$ cat src/rtl/seq_arithmetic_unit.sv
// seq_arithmetic_unit: clocked arithmetic unit with valid/ready handshakes.
// MUL is an iterative shift-add. DIV/MOD is a restoring divider that is
// present only when SEQ_ALU_DIV_EN is defined.
// Ports:
//   clk, rst                - clock and asynchronous active-high reset
//   op1, op2, instruction   - operands and opcode, taken when in_valid && in_ready
//   in_valid, in_ready      - input handshake (in_ready is high only in IDLE)
//   out, out_valid, out_ready - registered result and output handshake
//   carry_flag, parity_flag - carry/borrow/shifted-out bit, and the XOR of out
//   eq_flag, gt_flag        - op1 == op2 and op1 > op2 (unsigned), captured at accept
//   busy                    - high in any state other than IDLE
module seq_arithmetic_unit #(
    parameter int WIDTH = 16,
    parameter int OPW   = 8
) (
    input  logic             clk,
    input  logic             rst,
    input  logic [WIDTH-1:0] op1,
    input  logic [WIDTH-1:0] op2,
    input  logic [OPW-1:0]   instruction,
    input  logic             in_valid,
    output logic             in_ready,
    output logic [WIDTH-1:0] out,
    output logic             out_valid,
    input  logic             out_ready,
    output logic             carry_flag,
    output logic             parity_flag,
    output logic             eq_flag,
    output logic             gt_flag,
    output logic             busy
);
    localparam logic [1:0] IDLE    = 2'd0;
    localparam logic [1:0] MUL_RUN = 2'd1;
    localparam logic [1:0] DONE    = 2'd3;
    localparam int CW = $clog2(WIDTH);
    localparam logic [OPW-1:0] OP_ADD = OPW'(1);
    localparam logic [OPW-1:0] OP_SUB = OPW'(2);
    localparam logic [OPW-1:0] OP_MUL = OPW'(3);
    localparam logic [OPW-1:0] OP_AND = OPW'(4);
    localparam logic [OPW-1:0] OP_OR  = OPW'(5);
    localparam logic [OPW-1:0] OP_XOR = OPW'(6);
    localparam logic [OPW-1:0] OP_INC = OPW'(7);
    localparam logic [OPW-1:0] OP_DEC = OPW'(8);
    localparam logic [OPW-1:0] OP_ROR = OPW'(9);
    localparam logic [OPW-1:0] OP_ROL = OPW'(10);
    localparam logic [OPW-1:0] OP_RSH = OPW'(11);
    localparam logic [OPW-1:0] OP_LSH = OPW'(12);
    localparam logic [OPW-1:0] OP_NOT = OPW'(13);
    localparam logic [WIDTH:0] ONE    = (WIDTH+1)'(1);
`ifdef SEQ_ALU_DIV_EN
    localparam logic [1:0] DIV_RUN = 2'd2;
    localparam logic [OPW-1:0] OP_DIV = OPW'(14);
    localparam logic [OPW-1:0] OP_MOD = OPW'(15);
`endif

    logic [1:0]         state;
    logic [WIDTH-1:0]   a;
    logic [2*WIDTH-1:0] acc;
    logic [CW-1:0]      cnt;
    logic [WIDTH-1:0]   res;
    logic               res_c;
    logic [WIDTH:0]     mul_sum;
    logic [2*WIDTH-1:0] mul_nxt;
    logic               last;

    assign in_ready    = state == IDLE;
    assign out_valid   = state == DONE;
    assign busy        = state != IDLE;
    assign parity_flag = ^out;
    assign last        = cnt == CW'(WIDTH-1);

    // acc = {partial product, remaining multiplier bits}; add into the top half, then shift right.
    assign mul_sum = {1'b0, acc[2*WIDTH-1:WIDTH]} + {1'b0, acc[0] ? a : {WIDTH{1'b0}}};
    assign mul_nxt = {mul_sum, acc[WIDTH-1:1]};

`ifdef SEQ_ALU_DIV_EN
    logic [WIDTH-1:0]   b;
    logic [OPW-1:0]     opc;
    logic [WIDTH:0]     rem_sh;
    logic [WIDTH:0]     rem_sub;
    logic               div_ge;
    logic [2*WIDTH-1:0] div_nxt;
    // acc = {partial remainder, dividend/quotient}. A zero divisor leaves a
    // quotient of all ones and a remainder of op1, which are the required results.
    assign rem_sh  = {acc[2*WIDTH-1:WIDTH], acc[WIDTH-1]};
    assign rem_sub = rem_sh - {1'b0, b};
    assign div_ge  = rem_sh >= {1'b0, b};
    assign div_nxt = {div_ge ? rem_sub[WIDTH-1:0] : rem_sh[WIDTH-1:0], acc[WIDTH-2:0], div_ge};
`endif

    always_comb begin
        res   = '0;
        res_c = 1'b0;
        case (instruction)
            OP_ADD:  {res_c, res} = {1'b0, op1} + {1'b0, op2};
            OP_SUB:  {res_c, res} = {1'b0, op1} - {1'b0, op2};
            OP_AND:  res = op1 & op2;
            OP_OR:   res = op1 | op2;
            OP_XOR:  res = op1 ^ op2;
            OP_INC:  {res_c, res} = {1'b0, op1} + ONE;
            OP_DEC:  {res_c, res} = {1'b0, op1} - ONE;
            OP_ROR:  {res, res_c} = {op1[0], op1};
            OP_ROL:  {res_c, res} = {op1, op1[WIDTH-1]};
            OP_RSH:  {res, res_c} = {1'b0, op1};
            OP_LSH:  {res_c, res} = {op1, 1'b0};
            OP_NOT:  res = ~op1;
            default: res = '0;
        endcase
    end

    always_ff @(posedge clk or posedge rst) begin
        if (rst) begin
            state      <= IDLE;
            a          <= '0;
            acc        <= '0;
            cnt        <= '0;
            out        <= '0;
            carry_flag <= 1'b0;
            eq_flag    <= 1'b0;
            gt_flag    <= 1'b0;
`ifdef SEQ_ALU_DIV_EN
            b          <= '0;
            opc        <= '0;
`endif
        end else begin
            case (state)
                IDLE: if (in_valid) begin
                    a       <= op1;
                    eq_flag <= op1 == op2;
                    gt_flag <= op1 > op2;
                    cnt     <= '0;
                    if (instruction == OP_MUL) begin
                        acc   <= {{WIDTH{1'b0}}, op2};
                        state <= MUL_RUN;
                    end
`ifdef SEQ_ALU_DIV_EN
                    else if (instruction == OP_DIV || instruction == OP_MOD) begin
                        acc   <= {{WIDTH{1'b0}}, op1};
                        b     <= op2;
                        opc   <= instruction;
                        state <= DIV_RUN;
                    end
`endif
                    else begin
                        out        <= res;
                        carry_flag <= res_c;
                        state      <= DONE;
                    end
                end
                MUL_RUN: begin
                    acc <= mul_nxt;
                    cnt <= cnt + CW'(1);
                    if (last) begin
                        out        <= mul_nxt[WIDTH-1:0];
                        carry_flag <= |mul_nxt[2*WIDTH-1:WIDTH];
                        state      <= DONE;
                    end
                end
`ifdef SEQ_ALU_DIV_EN
                DIV_RUN: begin
                    acc <= div_nxt;
                    cnt <= cnt + CW'(1);
                    if (last) begin
                        out        <= opc == OP_DIV ? div_nxt[WIDTH-1:0] : div_nxt[2*WIDTH-1:WIDTH];
                        carry_flag <= b == '0;
                        state      <= DONE;
                    end
                end
`endif
                DONE: if (out_ready) state <= IDLE;
                default: state <= IDLE;
            endcase
        end
    end
endmodule

$ cat config.mk
export PLATFORM = sky130hd
export DESIGN_NAME = seq_arithmetic_unit
export DESIGN_NICKNAME = d
export VERILOG_FILES = /design/src/rtl/seq_arithmetic_unit.sv
export SDC_FILE = /design/constraint.sdc
export NUM_CORES = 1
export LEC_CHECK = 0
export CELL_PAD_IN_SITES_DETAIL_PLACEMENT = 0
export CELL_PAD_IN_SITES_GLOBAL_PLACEMENT = 1
export CORE_MARGIN = 2
export CORE_UTILIZATION = 25
export CTS_CLUSTER_SIZE = 40
export DETAILED_ROUTE_END_ITERATION = 10
export PLACE_DENSITY_LB_ADDON = 0.1
export SKIP_LAST_GASP = 1
export SYNTH_ARGS = -nofsm -noshare
export SYNTH_HDL_FRONTEND = slang
export SYNTH_SLANG_ARGS = --single-unit
$ cat constraint.sdc
create_clock -name clk -period 2.71 [get_ports clk]
set_input_delay 0.271 -clock clk [delete_from_list [all_inputs] [get_ports clk]]
set_output_delay 0.271 -clock clk [all_outputs]
set_load 0.05 [all_outputs]
# Word-level counts from Yosys, hierarchy flattened

Cells that the tools add are included.
W data, S select, Z words.

Order comparisons: 1
Add/sub/neg operators: 6
Equal/unequal tests: 22
Shifts and indexed selects: 0
Reductions and logical operators: 12
Bitwise logic cells: 4
$mul: 0
Muxes and demuxes: 21
Divide/modulo/power cells: 0

Operator list:

| kind                    | number |
|---|---|
| $pmux W16 S12           | 1 |
| $mux W16                | 4 |
| $mux W32                | 2 |
| $pmux W32 S2            | 1 |
| $eq A8 B4 Y1 const B    | 6 |
| $add A16 B16 Y17        | 2 |
| $eq A8 B3 Y1 const B    | 4 |
| $pmux W16 S2            | 1 |
| $add A16 B1 Y17 const B | 1 |
| $sub A16 B1 Y17 const B | 1 |
| $sub A16 B16 Y17        | 1 |
| $and A16 B16 Y16        | 1 |
| $eq A16 B16 Y1          | 1 |
| $eq A8 B2 Y1 const B    | 2 |
| $gt A16 B16 Y1          | 1 |
| $not A16 Y16            | 1 |
| $or A16 B16 Y16         | 1 |
| $reduce_or A16 Y1       | 1 |
| $reduce_xor A16 Y1      | 1 |
| $xor A16 B16 Y16        | 1 |
| $eq A8 B1 Y1 const B    | 1 |
| $mux W2                 | 4 |
| $pmux W4 S2             | 1 |
| $ne A2 B2 Y1 const B    | 3 |
| other kinds (16)        | 23 |

Memory bits (read-only): 0
Memories: 0
RAM bits: 0
Bits of input ports: 44
Latch bits: 0
Flip-flop bits (word level): 73

# Logic depth before layout (Yosys ltp)

Depth in word-level cells: 6
Gate-level depth with buffers: 11

# Least setup slack after synthesis

No wires, ideal clock.

Kind: register to register
Start: register acc[0]
End: register carry_flag
Clock period less this slack: 2865 ps
Library setup time: 126 ps
Arrival: 2739 ps
Setup slack: -155 ps
Stages on the path, launching flop included: 12
Path buffers: 1
Cell sequence: dfrtp_1 > clkbuf_1 > and2_1 > ha_1 > fa_1 > a211oi_2 > o21ai_0 > a211o_1 > a2111oi_0 > nand4_1 > nor4_1 > nor2_1

Word-level cells in the longest chain between the ends: 5

RTL lines:

| what                   | line | source |
|---|---|---|
| start, declared        | 58   | `logic [2*WIDTH-1:0] acc;` |
| start signal, assigned | 133  | `acc <= {{WIDTH{1'b0}}, op2};` |
| start signal, assigned | 151  | `acc <= mul_nxt;` |
| $mux W16               | 73   | `assign mul_sum = {1'b0, acc[2*WIDTH-1:WIDTH]} + {1'b0, acc[0] ? a : {WIDTH{1'b0}}};` |
| $add A16 B16 Y17       | 73   |  |
| $reduce_or A16 Y1      | 155  | `carry_flag <= \|mul_nxt[2*WIDTH-1:WIDTH];` |
| $mux W1                | 153  | `if (last) begin` |
| $pmux W1 S2            | 126  | `case (state)` |
| end signal, assigned   | 146  | `carry_flag <= res_c;` |
| end signal, assigned   | 155  |  |
| end, declared          | 26   | `output logic carry_flag,` |

No other way between the ends. The select of a mux whose other input is x is not followed.
A chain may end at the register's enable or synchronous reset.

# Worst setup path in the final report

Same ends and word-level chain as after synthesis.

==> summary.md <==
| Metric | Value |
|---|---|
| Status | `finished with violations` |
| Failing checks | `negative setup slack` |
| Clock slew at reported path FFs | `~60 ps` |
| Global route total overflow | `0` |
| Post-route DRC | `0` |
| Top-area cell type share of the netlist area | `0.235` |
| Area growth, synth to finish | `53.6%` |
| Sw Share | `0.459` |
| CTS H-tree lvls | `3` |
| Clock power frac | `0.124` |
| Largest net degree at the start of global routing | `41` |
| Layout Skew | `approximately 10 ps` |
| Part of the cycle the worst path needs | `1.03` |
| Root Buffer | `clkbuf_16` |
| Synth cell types | `84` |
| Asr flop ratio synth | `1.00` |
| Core footprint | `30600 um^2` |
| Max-Cap Viols | `0` |
| Worst slew pin tran | `roughly 640 ps` |
| Area of the multi-input gates | `between 5000 and 6000 um^2` |
| Routed wire length | `between 30 and 40 mm` |
| Placer Congestion | `about 0.90` |
| Max Fclk | `between 0.3 and 0.4 GHz` |
| DRT iter0 DRCs | `around 540` |
| Hpwl dp | `~29 mm` |
| Peak supply drop | `between 0.0006 and 0.0007 V` |
| Sequential Power Share | `0.182` |
| Initial cell density of the core | `0.254` |
| Initial antenna violation count | `1` |
| Top FF cell, synth | `dfrtp_1` |
| First-pass GRT wire length | `53.5 mm` |
| Internal cell power | `0.00608 W` |
| Io pins | `67` |
| Fill count | `between 3000 and 4000` |
| Ranking of synthesized cells by area | `dfrtp_1, ha_1, nand2_1, o21ai_0, a21oi_1` |
| Final Hold Viols | `0` |
| Crit path required time | `slightly below 3000 ps` |
| Top-count cell post-synth | `nand2_1` |
| Post-synth EDFFs | `0` |
| Min-delay worst type | `in2async` |
| WP data arrival | `around 3000 ps` |
| Cts bufs inserted | `9` |
| Antenna Cells | `0` |
| CP Capture Type | `register` |
| Lkg Pwr | `a little over 5 nW` |
| Minimum clock period | `about 2800 ps` |
| Area of placed instances | `about 11000 um^2` |
| DRT antenna net count | `0` |
| Fin cells | `1699` |
| CP Max Fanout | `3` |
| Clk_lat worst skew | `approximately 340 ps` |
| Post-synth top area cell | `dfrtp_1` |
| Final Max Slew Viols | `0` |
| Sequential-to-total area share from yosys stat | `0.235` |
| Vias in the first global route | `roughly 9000` |
| Average routed wire per standard cell | `approximately 21 um` |
| Combinational power share | `0.695` |
| Power Total | `about 0.011 W` |
| I/O Buffers | `66` |
| Worst rel slew slack | `0.561` |
| CTS tree | `built` |
| Final Net Count | `between 1000 and 1500` |
| Synth warnings | `0` |
| Kind of start point of the critical path | `register` |
| Final instance area | `between 10000 and 15000 um^2` |
| Global Route Usage Sum | `0.212` |
| Post-synthesis cell count | `987` |
| RSZ-0062 raised after global routing | `yes` |
| Final setup viols | `1` |
| Sequential cell area | `between 1500 and 2000 um^2` |
| Vias per cell | `5.20` |
| Cell Pwr Density | `~940 nW/um^2` |
| Die area | `about 32000 um^2` |
| Layout cells sized above 1 | `0.328` |
| Row cnt | `64` |
| Synthesis-stage register bit count | `73` |
| Syn nets | `about 1100` |
| Worst setup margin | `-74.0 ps` |
| Clock buffer depth | `2` |
| Clock sink total | `73` |
| Die Width | `between 150 and 200 um` |
| Drt pass-1 iters | `5` |
| Die Y-Extent | `about 180 um` |
| Synthesized area per cell | `a little under 8 um^2` |
| Placed instance count | `1671` |
| CP Class | `reg2reg` |
| Routed vias | `between 8000 and 9000` |
| Switching power | `0.00517 W` |
| Synthesized cell area | `approximately 7800 um^2` |
| Synth cell count leaders | `nand2_1, dfrtp_1, ha_1, o21ai_0, nor2_1` |
-- sequential cells by signal, indices dropped and copies added (netlist names) --
signal,count
acc,32
a,16
out,16
cnt,4
state,2
carry_flag,1
eq_flag,1
gt_flag,1
-- power by group through the flow --
stage	combinational, W	clock, W	sequential [W]
final	0.00782	0.00139	0.00204
after global routing	0.00850	0.00147	0.00212
after CTS	0.00745	0.00142	0.00204
after detailed placement	0.00715	0	0.00205
after global placement	0.00715	0	0.00204
after floorplan	0.00367	0	0.00229
-- kinds of logic (layout without fill, tap and decap cells) --
logic type,count (synthesis),in the layout,share of synthesized area
and+or+nand+nor,345,345,0.230
AOI/OAI and AO/OA,333,333,0.301
buffers and inverters,121,437,0.0640
adders and majority gates,73,73,0.121
DFF,73,73,0.235
xor gates and xnor gates,36,36,0.0406
muxes,6,6,0.00823
-- cell type report --
class | instances | area share
inverters | 54 | 0.0171
multi-input cells | 793 | 0.503
clock buffers | 10 | 0.0201
repair buffers | 368 | 0.257
well taps | 396 | 0.0416
flip-flops and latches | 73 | 0.153
clock inverters | 5 | 0.00871
-- cells in the final DEF, fill, tap and decap left out, drive strengths merged, types with 10 or more instances in the layout --
cell type and instances:
a31oi 31, o221ai 14, buf 303, a22o 13, nand4 15, nor4 13
clkbuf 10, clkdlybuf4s50 54, and2 26, nor2b 14, nor3 32, ha 70
dfrtp 73, xor2 11, and3 15, inv 51, nor2 62, nand2b 12
a211oi 15, a221oi 16, o211ai 18, a21oi 52, o21ai 67, nand3 30
xnor2 25, nand2 97
-- worst max-delay path, stage by stage, from the launching register on --
cell and delay, ps:
dfrtp_1 400, and2_4 150, ha_4 150, fa_2 370
a211oi_4 300, o21ai_2 110, buf_4 150, buf_4 120
a31o_2 230, nand2_1 70, o211ai_1 100, nor4_2 320
buf_4 160, nor2_1 30
-- routing by layer --
layer / vias to the layer above / GRT usage / share of wire
met4: 0 / 0.0613 / 0.024
met2: 221 / 0.357 / 0.48
li1: 4323 / - / -
met5: - / 0 / 0
met3: 45 / 0.0160 / 0.035
met1: 4251 / 0.289 / 0.46
-- through the flow --
step | setup WS [ps] | TNS, ps | hold WS [ps] | util
final | -74.0 | -74.0 | 168 | 0.390
after global routing | -219 | -441 | 190 | 0.390
after CTS | -289 | -289 | 168 | 0.378
after detailed placement | -726 | -6930 | 464 | 0.357
after global placement | -793 | -7090 | 453 | 0.357
after floorplan | 23.7 | 0 | 361 | -
-- final timing paths --
kind                            slack (ps)  depth (start not counted)         end   start
min in group clk                       390                          4      acc[2]  op2[2]
worst min-delay path                   170                          2        a[2]     rst
worst max-delay path                   -70                         13  carry_flag  acc[0]
max in group asynchronous             1970                          3     out[10]     rst
worst min register to register         470                          2       a[14]   a[14]
worst max register to register         -70                         13  carry_flag  acc[0]
-- timing repair --
item                                    CTS  global route
resized for setup                        57            63
hold buffers                              0             0
endpoints found under the setup margin   14            14
hold endpoints to repair                  0             0
pin swaps                                21            26
buffers inserted                          8             6
Note: power is estimated with default switching activity, not from simulation.
